File: config.mk
export PLATFORM = sky130hd
export DESIGN_NAME = naneye_pixel_deser
export DESIGN_NICKNAME = d
export VERILOG_FILES = /design/src/rtl/naneye_pixel_deser.sv
export SDC_FILE = /design/constraint.sdc
export NUM_CORES = 1
export LEC_CHECK = 0
export ABC_AREA = 0
export BUFFER_PORTS_ARGS = -buffer_cell sky130_fd_sc_hd__buf_2
export CORE_UTILIZATION = 30
export DETAILED_ROUTE_END_ITERATION = 16
export SYNTH_ARGS = -nofsm -noshare
export SYNTH_HDL_FRONTEND = slang
export SYNTH_SLANG_ARGS = --single-unit
File: constraint.sdc
create_clock -name SCLOCK -period 2.55 [get_ports SCLOCK]
set_input_delay 0.51 -clock SCLOCK [delete_from_list [all_inputs] [get_ports SCLOCK]]
set_output_delay 0.51 -clock SCLOCK [all_outputs]
set_load 0.05 [all_outputs]
File: src/rtl/naneye_pixel_deser.sv
// NanEye pixel deserializer: assembles start/data/stop framed sensor words
// from the decoded bit stream into pixels and tracks column/row position.
module naneye_pixel_deser #(
  parameter int G_PIX_W     = 10,
  parameter int G_COLS      = 250,
  parameter int G_ROWS      = 250,
  parameter int G_CNT_W     = 8,
  parameter int G_ERR_CNT_W = 8
) (
  input  logic                   SCLOCK,
  input  logic                   RESET,
  input  logic                   ENABLE,
  input  logic                   FRAME_START,
  input  logic                   DATA_IN,
  input  logic                   DATA_EN,
  output logic [G_PIX_W-1:0]     PIXEL_DATA,
  output logic                   PIXEL_VALID,
  output logic [G_CNT_W-1:0]     COL,
  output logic [G_CNT_W-1:0]     ROW,
  output logic                   LINE_END,
  output logic                   FRAME_END,
  output logic                   ERROR_OUT,
  output logic [G_ERR_CNT_W-1:0] ERR_CNT
);

  localparam int BIT_W = (G_PIX_W > 1) ? $clog2(G_PIX_W) : 1;
  localparam logic [BIT_W-1:0]   LAST_BIT = BIT_W'(G_PIX_W - 1);
  localparam logic [G_CNT_W-1:0] LAST_COL = G_CNT_W'(G_COLS - 1);
  localparam logic [G_CNT_W-1:0] LAST_ROW = G_CNT_W'(G_ROWS - 1);

  typedef enum logic [1:0] {IDLE, HUNT, DATA, STOP} state_t;

  state_t                 state_q, state_d;
  logic [G_PIX_W-1:0]     shift_q, shift_d;
  logic [BIT_W-1:0]       bit_cnt_q, bit_cnt_d;
  // Position of the next pixel to be reported (internal, cleared per frame)
  logic [G_CNT_W-1:0]     col_q, col_d;
  logic [G_CNT_W-1:0]     row_q, row_d;
  // Registered outputs
  logic [G_PIX_W-1:0]     pix_data_q, pix_data_d;
  logic [G_CNT_W-1:0]     pix_col_q, pix_col_d;
  logic [G_CNT_W-1:0]     pix_row_q, pix_row_d;
  logic                   pix_valid_q, pix_valid_d;
  logic                   line_end_q, line_end_d;
  logic                   frame_end_q, frame_end_d;
  logic                   error_q, error_d;
  logic [G_ERR_CNT_W-1:0] err_cnt_q, err_cnt_d;
  logic                   err_event;

  // Next-state / next-output computation; restart takes priority over bits
  always_comb begin
    state_d     = state_q;
    shift_d     = shift_q;
    bit_cnt_d   = bit_cnt_q;
    col_d       = col_q;
    row_d       = row_q;
    pix_data_d  = pix_data_q;
    pix_col_d   = pix_col_q;
    pix_row_d   = pix_row_q;
    err_cnt_d   = err_cnt_q;
    pix_valid_d = 1'b0;
    line_end_d  = 1'b0;
    frame_end_d = 1'b0;
    err_event   = 1'b0;

    if (!ENABLE) begin
      // Disabled: drop any partial word silently, hold position and outputs
      state_d   = IDLE;
      bit_cnt_d = '0;
      shift_d   = '0;
    end else if (FRAME_START && state_q != IDLE) begin
      // Restart is only harmless when sitting in HUNT at the frame origin
      if (state_q != HUNT || col_q != '0 || row_q != '0) begin
        err_event = 1'b1;
      end
      state_d   = HUNT;
      col_d     = '0;
      row_d     = '0;
      bit_cnt_d = '0;
      shift_d   = '0;
    end else begin
      case (state_q)
        IDLE: begin
          if (FRAME_START) begin
            state_d = HUNT;
            col_d   = '0;
            row_d   = '0;
          end
        end
        HUNT: begin
          if (DATA_EN && DATA_IN) begin
            state_d   = DATA;
            bit_cnt_d = '0;
          end
        end
        DATA: begin
          if (DATA_EN) begin
            shift_d = {shift_q[G_PIX_W-2:0], DATA_IN};
            if (bit_cnt_q == LAST_BIT) begin
              state_d = STOP;
            end else begin
              bit_cnt_d = bit_cnt_q + BIT_W'(1);
            end
          end
        end
        STOP: begin
          if (DATA_EN) begin
            state_d = HUNT;
            if (!DATA_IN) begin
              pix_valid_d = 1'b1;
              pix_data_d  = shift_q;
              pix_col_d   = col_q;
              pix_row_d   = row_q;
              if (col_q == LAST_COL) begin
                line_end_d = 1'b1;
                col_d      = '0;
                if (row_q == LAST_ROW) begin
                  frame_end_d = 1'b1;
                  row_d       = '0;
                  state_d     = IDLE;
                end else begin
                  row_d = row_q + G_CNT_W'(1);
                end
              end else begin
                col_d = col_q + G_CNT_W'(1);
              end
            end else begin
              // Bad stop bit: discard word, position stays put
              err_event = 1'b1;
            end
          end
        end
        default: state_d = IDLE;
      endcase
    end

    error_d = err_event;
    if (err_event && err_cnt_q != '1) begin
      err_cnt_d = err_cnt_q + G_ERR_CNT_W'(1);
    end
  end

  // State and output registers with synchronous active-low reset
  always_ff @(posedge SCLOCK) begin
    if (!RESET) begin
      state_q     <= IDLE;
      shift_q     <= '0;
      bit_cnt_q   <= '0;
      col_q       <= '0;
      row_q       <= '0;
      pix_data_q  <= '0;
      pix_col_q   <= '0;
      pix_row_q   <= '0;
      pix_valid_q <= 1'b0;
      line_end_q  <= 1'b0;
      frame_end_q <= 1'b0;
      error_q     <= 1'b0;
      err_cnt_q   <= '0;
    end else begin
      state_q     <= state_d;
      shift_q     <= shift_d;
      bit_cnt_q   <= bit_cnt_d;
      col_q       <= col_d;
      row_q       <= row_d;
      pix_data_q  <= pix_data_d;
      pix_col_q   <= pix_col_d;
      pix_row_q   <= pix_row_d;
      pix_valid_q <= pix_valid_d;
      line_end_q  <= line_end_d;
      frame_end_q <= frame_end_d;
      error_q     <= error_d;
      err_cnt_q   <= err_cnt_d;
    end
  end

  assign PIXEL_DATA  = pix_data_q;
  assign PIXEL_VALID = pix_valid_q;
  assign COL         = pix_col_q;
  assign ROW         = pix_row_q;
  assign LINE_END    = line_end_q;
  assign FRAME_END   = frame_end_q;
  assign ERROR_OUT   = error_q;
  assign ERR_CNT     = err_cnt_q;

endmodule

==> tab_implementation.tex, run 1 <==
\begin{tabular}{lr}
\hline
Metric & Value \\
\hline
\multicolumn{2}{l}{\textbf{Placement}} \\
\quad HPWL after detailed placement & 5160 um \\
\quad I/O Buffers & 43 \\
\quad Final GP Congestion & 0.878 \\
\multicolumn{2}{l}{\textbf{Critical path}} \\
\quad Critical path data required time & 2.84 ns \\
\quad Worst-path fanout max & 14 \\
\quad Data arrival time of the worst path & 2.48 ns \\
\quad Critical path start-end classification & reg -> reg \\
\quad Kind of launch point of the worst setup path & register \\
\quad Critical path endpoint category & register \\
\multicolumn{2}{l}{\textbf{STA}} \\
\quad RSZ-0062 raised after global routing & no \\
\quad Max Transition Viols Final & 0 \\
\quad Portion of the clock cycle consumed by the worst path in the final layout & 85.7\% \\
\quad Setup total negative slack & 0 ns \\
\quad Maximum clock rate & 458 MHz \\
\quad Slew headroom & 66.0\% \\
\quad Finish-stage setup viols & 0 \\
\quad Crit path time final & 2.18 ns \\
\quad Hold Fails Final Rpt & 0 \\
\quad Worst-margin pin slew & 0.510 ns \\
\quad Final clock skew & 0.00616 ns \\
\multicolumn{2}{l}{\textbf{Synth}} \\
\quad Flops \& latches, synth & 70 \\
\quad Fraction of synthesized area in multiplexers & 0.613\% \\
\quad Compound-Gate Fraction of Synth Area & 19.4\% \\
\quad Proportion of register bits with asynchronous set or reset after synthesis & 0\% \\
\quad Commonest cells in the synthesized netlist & sky130\_fd\_sc\_hd\_\_nand2\_1 (90), sky130\_fd\_sc\_hd\_\_dfxtp\_1 (70), sky130\_fd\_sc\_hd\_\_a21boi\_0 (30) \\
\quad Most repeated cell in the gate-level netlist after synthesis & sky130\_fd\_sc\_hd\_\_nand2\_1 \\
\quad Leading post-synthesis cells by cell area & sky130\_fd\_sc\_hd\_\_dfxtp\_1 (43\%), sky130\_fd\_sc\_hd\_\_nand2\_1 (10\%), sky130\_fd\_sc\_hd\_\_a21boi\_0 (6.9\%) \\
\quad Simple-gate area share of the yosys netlist & 25.4\% \\
\quad Dominant combinational cell family by area after synthesis & simple AND/OR/NAND/NOR gates \\
\quad Mapped cell area & 0.00326 mm\^{}2 \\
\quad Post-synth EDFFs & 0 \\
\quad Post-synthesis net count & 404 \\
\quad Post-synthesis cell type with the largest combined area & sky130\_fd\_sc\_hd\_\_dfxtp\_1 \\
\quad Area share of the largest cell type after synthesis & 42.9\% \\
\quad Instance count of the mapped netlist & 385 \\
\quad Xor-xnor portion of the synthesized cell area & 2.41\% \\
\quad Total number of yosys warnings & 0 \\
\quad Distinct cell type count of the synthesized netlist & 52 \\
\quad Per-instance average area after synthesis & 8.48 um\^{}2 \\
\quad Dominant synthesized flop cell & sky130\_fd\_sc\_hd\_\_dfxtp\_1 \\
\quad Share of the yosys chip area belonging to registers & 42.9\% \\
\quad Adder and majority gate portion of the synthesized area & 4.98\% \\
\multicolumn{2}{l}{\textbf{CTS}} \\
\quad Number of hold-repair buffers added at the cts stage & 0 \\
\quad CTS sink cnt & 70 \\
\quad Setup bufs post-CTS & 0 \\
\quad Inserted Clock Buffers & 9 \\
\quad Buffer type at the clock tree root & sky130\_fd\_sc\_hd\_\_clkbuf\_8 \\
\quad CTS HTree Levels & 3 \\
\quad Clock latency on the worst-skew pair & 0.36 ns \\
\quad Clock tree from TritonCTS & yes \\
\quad Clock buffer depth & 2 \\
\quad Clock-pin slew reported for the worst setup and hold paths after clock tree synthesis & 0.07 ns \\
\quad Resized cells post-CTS & 0 \\
\multicolumn{2}{l}{\textbf{Die}} \\
\quad Core Region & 0.0104 mm\^{}2 \\
\quad Total Die Area & 0.0113 mm\^{}2 \\
\quad Std cell rows & 37 \\
\quad Initial core utilization & 31.3\% \\
\quad Die Ht & 106 um \\
\quad Number of top-level pins & 44 \\
\quad Width of the die & 106 um \\
\multicolumn{2}{l}{\textbf{Pwr}} \\
\quad Leakage power of the design & 1.46 nW \\
\quad Power after layout & 2.29 mW \\
\quad Power Density & 595 mW/mm\^{}2 \\
\quad VDD IR-drop max & 0.290 mV \\
\multicolumn{2}{l}{\textbf{Detailed routing}} \\
\quad Residual DRC count & 0 \\
\quad Detail Route Antenna Nets & 0 \\
\quad Via-to-Cell Ratio & 4.82 \\
\quad DR vias & 2,733 \\
\quad DRC violation total after the first TritonRoute iteration & 157 \\
\quad Routed wire length & 7230 um \\
\quad Routed wirelength normalized by instance count & 12.7 um \\
\quad Number of iterations in the first detailed-routing pass & 4 \\
\multicolumn{2}{l}{\textbf{Finish}} \\
\quad Area Overhead vs Synth & 18.0\% \\
\quad Diode count & 0 \\
\quad Area taken by multi-input logic gates & 0.00173 mm\^{}2 \\
\quad Share of post-route cells with drive strength above 1 & 16.9\% \\
\quad Number of fill cells in the layout & 1,070 \\
\quad Sequential Area & 0.00140 mm\^{}2 \\
\quad Final Net Count & 445 \\
\multicolumn{2}{l}{\textbf{Run status}} \\
\quad Run status & completed \\
\multicolumn{2}{l}{\textbf{GRT}} \\
\quad Via count of the first global-routing pass & 2,494 \\
\quad First-pass GRT wire length & 12,000 um \\
\quad Maximum number of pins on one net before global-route repair & 34 \\
\quad Antenna violations before repair & 0 \\
\quad GRT Resource Usage Total & 13.4\% \\
\quad Residual overflow from global routing & 0 \\
\multicolumn{2}{l}{\textbf{Min path}} \\
\quad Worst hold path class & in -> reg \\
\multicolumn{2}{l}{\textbf{Job}} \\
\quad Max-cap viol count & 0 \\
\hline
\end{tabular}
==> power by group <==
group	leakage [nW]	internal (mW)	total [mW]	switching, mW
Clock	0.124	0.704	1.11	0.403
Sequential	0.564	1.09	1.10	0.00271
Combinational	0.777	0.0310	0.0869	0.0560
==> path summary, 6_finish.rpt <==
| kind | start | endpoint | slack [ns] | depth (start not counted) |
|---|---|---|---|---|
| worst max-delay path | state_q[0] | ERR_CNT[7] | 0.37 | 7 |
| worst max register to register | state_q[0] | ERR_CNT[7] | 0.37 | 7 |
| worst min-delay path | DATA_IN | shift_q[0] | 0.44 | 3 |
| worst min register to register | PIXEL_DATA[6] | PIXEL_DATA[6] | 0.46 | 2 |
==> per-layer routing <==
metal  GRT usage [%]  share of wire [%]  wire length (um)  vias to the layer above
met5               0                  0                 0                        -
met4            6.85                2.2               161                        0
met3            3.68                5.7               414                       11
met2            20.9                 45              3220                       56
met1            16.9                 48              3440                     1253
li1                -                  -                 -                     1413
==> per-stage QoR <==
step	setup WS (ns)	util, %	area, um^2	hold slack, ns	instances
after floorplan	0.586	-	3260	0.437	385
after global placement	0.528	34.6	3600	0.449	551
after detailed placement	0.425	34.6	3600	0.452	551
after CTS	0.403	37.0	3850	0.430	567
after global routing	0.231	37.0	3850	0.449	567
final	0.366	37.0	3850	0.443	567
==> cells in the final DEF, fill, tap and decap left out, types with 3 or more instances in the layout <==
cell type and instances:
sky130_fd_sc_hd__nor2_1 18, sky130_fd_sc_hd__o21ai_1 3, sky130_fd_sc_hd__bufinv_16 3, sky130_fd_sc_hd__or3_1 4, sky130_fd_sc_hd__inv_1 12, sky130_fd_sc_hd__o21ai_0 6, sky130_fd_sc_hd__xnor2_1 8, sky130_fd_sc_hd__a21boi_1 5
sky130_fd_sc_hd__nand2b_1 4, sky130_fd_sc_hd__and3_1 8, sky130_fd_sc_hd__buf_4 6, sky130_fd_sc_hd__nor4_1 4, sky130_fd_sc_hd__nor2b_1 5, sky130_fd_sc_hd__clkbuf_8 11, sky130_fd_sc_hd__dfxtp_1 70, sky130_fd_sc_hd__a32o_1 3
sky130_fd_sc_hd__and2_1 3, sky130_fd_sc_hd__nand2_1 90, sky130_fd_sc_hd__ha_1 13, sky130_fd_sc_hd__a21boi_0 30, sky130_fd_sc_hd__a21oi_1 19, sky130_fd_sc_hd__and3b_1 4, sky130_fd_sc_hd__nand3_1 16, sky130_fd_sc_hd__o31ai_1 3
sky130_fd_sc_hd__buf_2 43
==> cell families after synthesis <==
group	count (synthesis)
compound gates	88
simple gates	172
buf+inv	31
xor+xnor	9
fa+ha+maj	13
mux	2
flops	70
==> state kept, by name, summed over array words and instances, names as in the netlist <==
| signal | cells |
|---|---|
| shift_q | 10 |
| LINE_END | 1 |
| COL | 8 |
| row_q | 8 |
| ERR_CNT | 8 |
| col_q | 8 |
| FRAME_END | 1 |
| PIXEL_VALID | 1 |
| PIXEL_DATA | 10 |
| state_q | 2 |
| ROW | 8 |
| ERROR_OUT | 1 |
| bit_cnt_q | 4 |
==> layout make-up <==
type / count / area share (%)
inverters: 12 / 1.17
multi-input cells: 284 / 44.8
flip-flops and latches: 70 / 36.4
clock buffers: 13 / 4.13
well taps: 136 / 4.42
repair buffers: 49 / 6.76
clock inverters: 3 / 2.34
==> worst max-delay path, stage by stage (launching register included) <==
cell and delay, ns:
sky130_fd_sc_hd__dfxtp_1 0.42, sky130_fd_sc_hd__inv_1 0.10, sky130_fd_sc_hd__ha_1 0.30, sky130_fd_sc_hd__nand2b_4 0.20, sky130_fd_sc_hd__a41oi_2 0.21, sky130_fd_sc_hd__o21ai_2 0.19, sky130_fd_sc_hd__or4_1 0.55, sky130_fd_sc_hd__a21boi_1 0.15
Power figures use the tool's default switching activity.
==> inputs of run 2 (changes only) <==
clock period = 2 ns   (was 2.55 ns; I/O delays follow)
==> tab_implementation.tex, run 2 (synthesized netlist as in run 1, its figures left out) <==
\begin{tabular}{lr}
\hline
Metric & Value \\
\hline
\multicolumn{2}{l}{\textbf{CTS}} \\
\quad Number of hold-repair buffers added at the cts stage & 0 (unchanged) \\
\quad CTS sink cnt & 70 (unchanged) \\
\quad CTS HTree Levels & 3 (unchanged) \\
\quad Buffer type at the clock tree root & sky130\_fd\_sc\_hd\_\_clkbuf\_8 (unchanged) \\
\quad Inserted Clock Buffers & 9 (unchanged) \\
\quad Clock latency on the worst-skew pair & 0.35 ns (was 0.36 ns) \\
\quad Clock buffer depth & 2 (unchanged) \\
\quad Clock-pin slew reported for the worst setup and hold paths after clock tree synthesis & 0.08 ns (was 0.07 ns) \\
\quad Clock tree from TritonCTS & yes (unchanged) \\
\quad Setup bufs post-CTS & 0 (unchanged) \\
\multicolumn{2}{l}{\textbf{Pwr}} \\
\quad Internal power & 1.90 mW (was 1.83 mW) \\
\quad Sequential group share of total power & 54.8\% (was 47.9\%) \\
\quad Power Density & 657 mW/mm\^{}2 (was 595 mW/mm\^{}2) \\
\quad Switching Power & 0.648 mW (was 0.461 mW) \\
\quad Sw Ratio & 25.4\% (was 20.1\%) \\
\quad Gate power share & 4.7\% (was 3.8\%) \\
\quad VDD IR-drop max & 0.304 mV (was 0.290 mV) \\
\quad Power share of the clock group & 40.5\% (was 48.3\%) \\
\quad Leakage power of the design & 1.47 nW (was 1.46 nW) \\
\multicolumn{2}{l}{\textbf{Finish}} \\
\quad Area Overhead vs Synth & 19.0\% (was 18.0\%) \\
\quad Post-route non-filler standard cell count & 576 (was 567) \\
\quad Diode count & 0 (unchanged) \\
\quad Commonest non-fill, non-tap cell in the layout & sky130\_fd\_sc\_hd\_\_nand2\_1 (unchanged) \\
\quad Final core utilization & 37.3\% (was 37.0\%) \\
\quad Most used cells in the layout excluding fill and tap cells & sky130\_fd\_sc\_hd\_\_nand2\_1 (90), sky130\_fd\_sc\_hd\_\_dfxtp\_1 (68), sky130\_fd\_sc\_hd\_\_buf\_2 (43), sky130\_fd\_sc\_hd\_\_a21boi\_0 (30), sky130\_fd\_sc\_hd\_\_a21oi\_1 (19) (was sky130\_fd\_sc\_hd\_\_nand2\_1 (90), sky130\_fd\_sc\_hd\_\_dfxtp\_1 (70), sky130\_fd\_sc\_hd\_\_buf\_2 (43), sky130\_fd\_sc\_hd\_\_a21boi\_0 (30), sky130\_fd\_sc\_hd\_\_a21oi\_1 (19)) \\
\quad Number of fill cells in the layout & 1,085 (was 1,070) \\
\quad Final Net Count & 454 (was 445) \\
\quad Share of post-route cells with drive strength above 1 & 20.2\% (was 16.9\%) \\
\multicolumn{2}{l}{\textbf{Detailed routing}} \\
\quad DRC violation total after the first TritonRoute iteration & 119 (was 157) \\
\quad Detail Route Antenna Nets & 0 (unchanged) \\
\quad DR vias & 2,806 (was 2,733) \\
\quad Via-to-Cell Ratio & 4.87 (was 4.82) \\
\quad Residual DRC count & 0 (unchanged) \\
\quad Number of iterations in the first detailed-routing pass & 7 (was 4) \\
\quad Routed wire length & 7150 um (was 7230 um) \\
\quad Routed wirelength normalized by instance count & 12.4 um (was 12.7 um) \\
\multicolumn{2}{l}{\textbf{Min path}} \\
\quad Worst hold path class & in -> reg (unchanged) \\
\quad Hold path start & ENABLE (was DATA\_IN) \\
\quad Hold EP & state\_q[0] (was shift\_q[0]) \\
\quad Worst hold stages & 3 (unchanged) \\
\multicolumn{2}{l}{\textbf{Critical path}} \\
\quad Reg-to-reg startpoint & state\_q[0] (unchanged) \\
\quad Kind of launch point of the worst setup path & register (unchanged) \\
\quad Worst-path fanout max & 11 (was 14) \\
\quad Critical path data required time & 2.29 ns (was 2.84 ns) \\
\quad Gate family responsible for the most delay along the worst path & simple AND/OR/NAND/NOR gates (unchanged) \\
\quad FF-to-FF setup slack & 0.14 ns (was 0.37 ns) \\
\quad Data arrival time of the worst path & 2.15 ns (was 2.48 ns) \\
\quad Worst path bufs/invs & 1 (unchanged) \\
\quad Cell-by-cell listing of the critical path & ha\_1 > nand3\_1 > nor2\_1 > o21ai\_2 > buf\_4 > or3\_1 > a21boi\_1 (was inv\_1 > ha\_1 > nand2b\_4 > a41oi\_2 > o21ai\_2 > or4\_1 > a21boi\_1) \\
\quad Worst r2r path cells & 7 (unchanged) \\
\quad Critical R2R Capture & ERR\_CNT[3] (was ERR\_CNT[7]) \\
\quad Critical path start-end classification & reg -> reg (unchanged) \\
\quad Critical path endpoint category & register (unchanged) \\
\quad Worst-path cell with the longest stage delay & sky130\_fd\_sc\_hd\_\_dfxtp\_4 (was sky130\_fd\_sc\_hd\_\_or4\_1) \\
\quad Crit-path max cell delay & 0.38 ns (was 0.55 ns) \\
\multicolumn{2}{l}{\textbf{Placement}} \\
\quad HPWL after detailed placement & 5260 um (was 5160 um) \\
\quad Number of cells after detailed placement & 560 (was 551) \\
\quad Final GP Congestion & 0.855 (was 0.878) \\
\quad I/O Buffers & 43 (unchanged) \\
\multicolumn{2}{l}{\textbf{GRT}} \\
\quad GRT Resource Usage Total & 13.8\% (was 13.4\%) \\
\quad First-pass GRT wire length & 12,400 um (was 12,000 um) \\
\quad Antenna violations before repair & 1 (was 0) \\
\quad Via count of the first global-routing pass & 2,525 (was 2,494) \\
\quad Maximum number of pins on one net before global-route repair & 26 (was 34) \\
\quad Residual overflow from global routing & 0 (unchanged) \\
\multicolumn{2}{l}{\textbf{Die}} \\
\quad Die Ht & 106 um (unchanged) \\
\quad Core Region & 0.0104 mm\^{}2 (unchanged) \\
\quad Number of top-level pins & 44 (unchanged) \\
\quad Total Die Area & 0.0113 mm\^{}2 (unchanged) \\
\quad Width of the die & 106 um (unchanged) \\
\quad Initial core utilization & 31.3\% (unchanged) \\
\quad Std cell rows & 37 (unchanged) \\
\multicolumn{2}{l}{\textbf{STA}} \\
\quad Max Transition Viols Final & 0 (unchanged) \\
\quad Hold Fails Final Rpt & 0 (unchanged) \\
\quad Crit path time final & 1.86 ns (was 2.18 ns) \\
\quad Maximum clock rate & 536 MHz (was 458 MHz) \\
\quad Final clock skew & 0.00876 ns (was 0.00616 ns) \\
\quad Finish-stage setup viols & 0 (unchanged) \\
\quad Worst-margin pin slew & 0.466 ns (was 0.510 ns) \\
\quad Slew headroom & 68.9\% (was 66.0\%) \\
\quad Portion of the clock cycle consumed by the worst path in the final layout & 93.2\% (was 85.7\%) \\
\quad RSZ-0062 raised after global routing & no (unchanged) \\
\multicolumn{2}{l}{\textbf{Job}} \\
\quad Max-cap viol count & 0 (unchanged) \\
\multicolumn{2}{l}{\textbf{Run status}} \\
\quad Run status & completed (unchanged) \\
\hline
\end{tabular}
-- run 2: worst max path at each step --
stage	to	from	slack, ns	cells past startpoint
finish	ERR_CNT[3]	state_q[0]	0.14	7
detailed placement	ERR_CNT[3]	state_q[0]	-0.02	8
floorplan	ERR_CNT[0]	ERR_CNT[0]	0.04	7
global route	ERR_CNT[3]	state_q[0]	0.01	7
CTS	ERR_CNT[3]	state_q[1]	0.03	8
global placement	ERR_CNT[3]	state_q[0]	0.08	8
-- run 2: worst reg2reg max path: cells and delay by family, from the launching register on --
kind | cells | cell delay, ns
AO/OA/AOI/OAI | 2 | 0.25
flip-flops | 1 | 0.38
buffers and inverters | 1 | 0.18
AND/OR/NAND/NOR | 3 | 0.66
adder cells (fa/ha/maj) | 1 | 0.34
-- run 2: power groups by stage --
stage | sequential (mW) | combinational, mW | clock, mW
5_1_grt | 1.40 | 0.133 | 1.13
2_1_floorplan | 1.43 | 0.0826 | 0
4_1_cts | 1.40 | 0.116 | 1.07
3_5_place_dp | 1.43 | 0.115 | 0
6_report | 1.40 | 0.119 | 1.03
3_3_place_gp | 1.43 | 0.113 | 0
-- run 2: what timing repair did --
action                     CTS  global route
setup endpoints to repair    2            11
gates resized for setup      1             6
hold endpoints to repair     0             0
pin swaps                    0             1
-- run 2: layout make-up --
cell class	instances	area, um^2	area share [%]
flip-flops and latches	70	1410	36.2
inverters	12	45.0	1.16
multi-input cells	284	1740	44.8
well taps	136	170	4.38
repair buffers	58	340	8.76
clock inverters	7	57.6	1.48
clock buffers	9	124	3.19
-- run 2: layer usage --
layer	track usage, %	wire length, um	vias up
met5	0	18	-
met4	4.86	105	2
met3	4.05	328	10
met2	20.8	3230	50
met1	18.6	3460	1313
li1	-	-	1431
-- run 2: per-stage QoR --
| stage | worst slack [ns] | power, mW | hold slack [ns] | TNS, ns | instance area, um^2 |
|---|---|---|---|---|---|
| after floorplan | 0.0360 | 1.52 | 0.437 | 0 | 3260 |
| after global placement | 0.0812 | 1.54 | 0.449 | 0 | 3680 |
| after detailed placement | -0.0219 | 1.55 | 0.453 | -0.0249 | 3680 |
| after CTS | 0.0312 | 2.59 | 0.323 | 0 | 3860 |
| after global routing | 0.0142 | 2.67 | 0.324 | 0 | 3880 |
| final | 0.136 | 2.55 | 0.351 | 0 | 3880 |
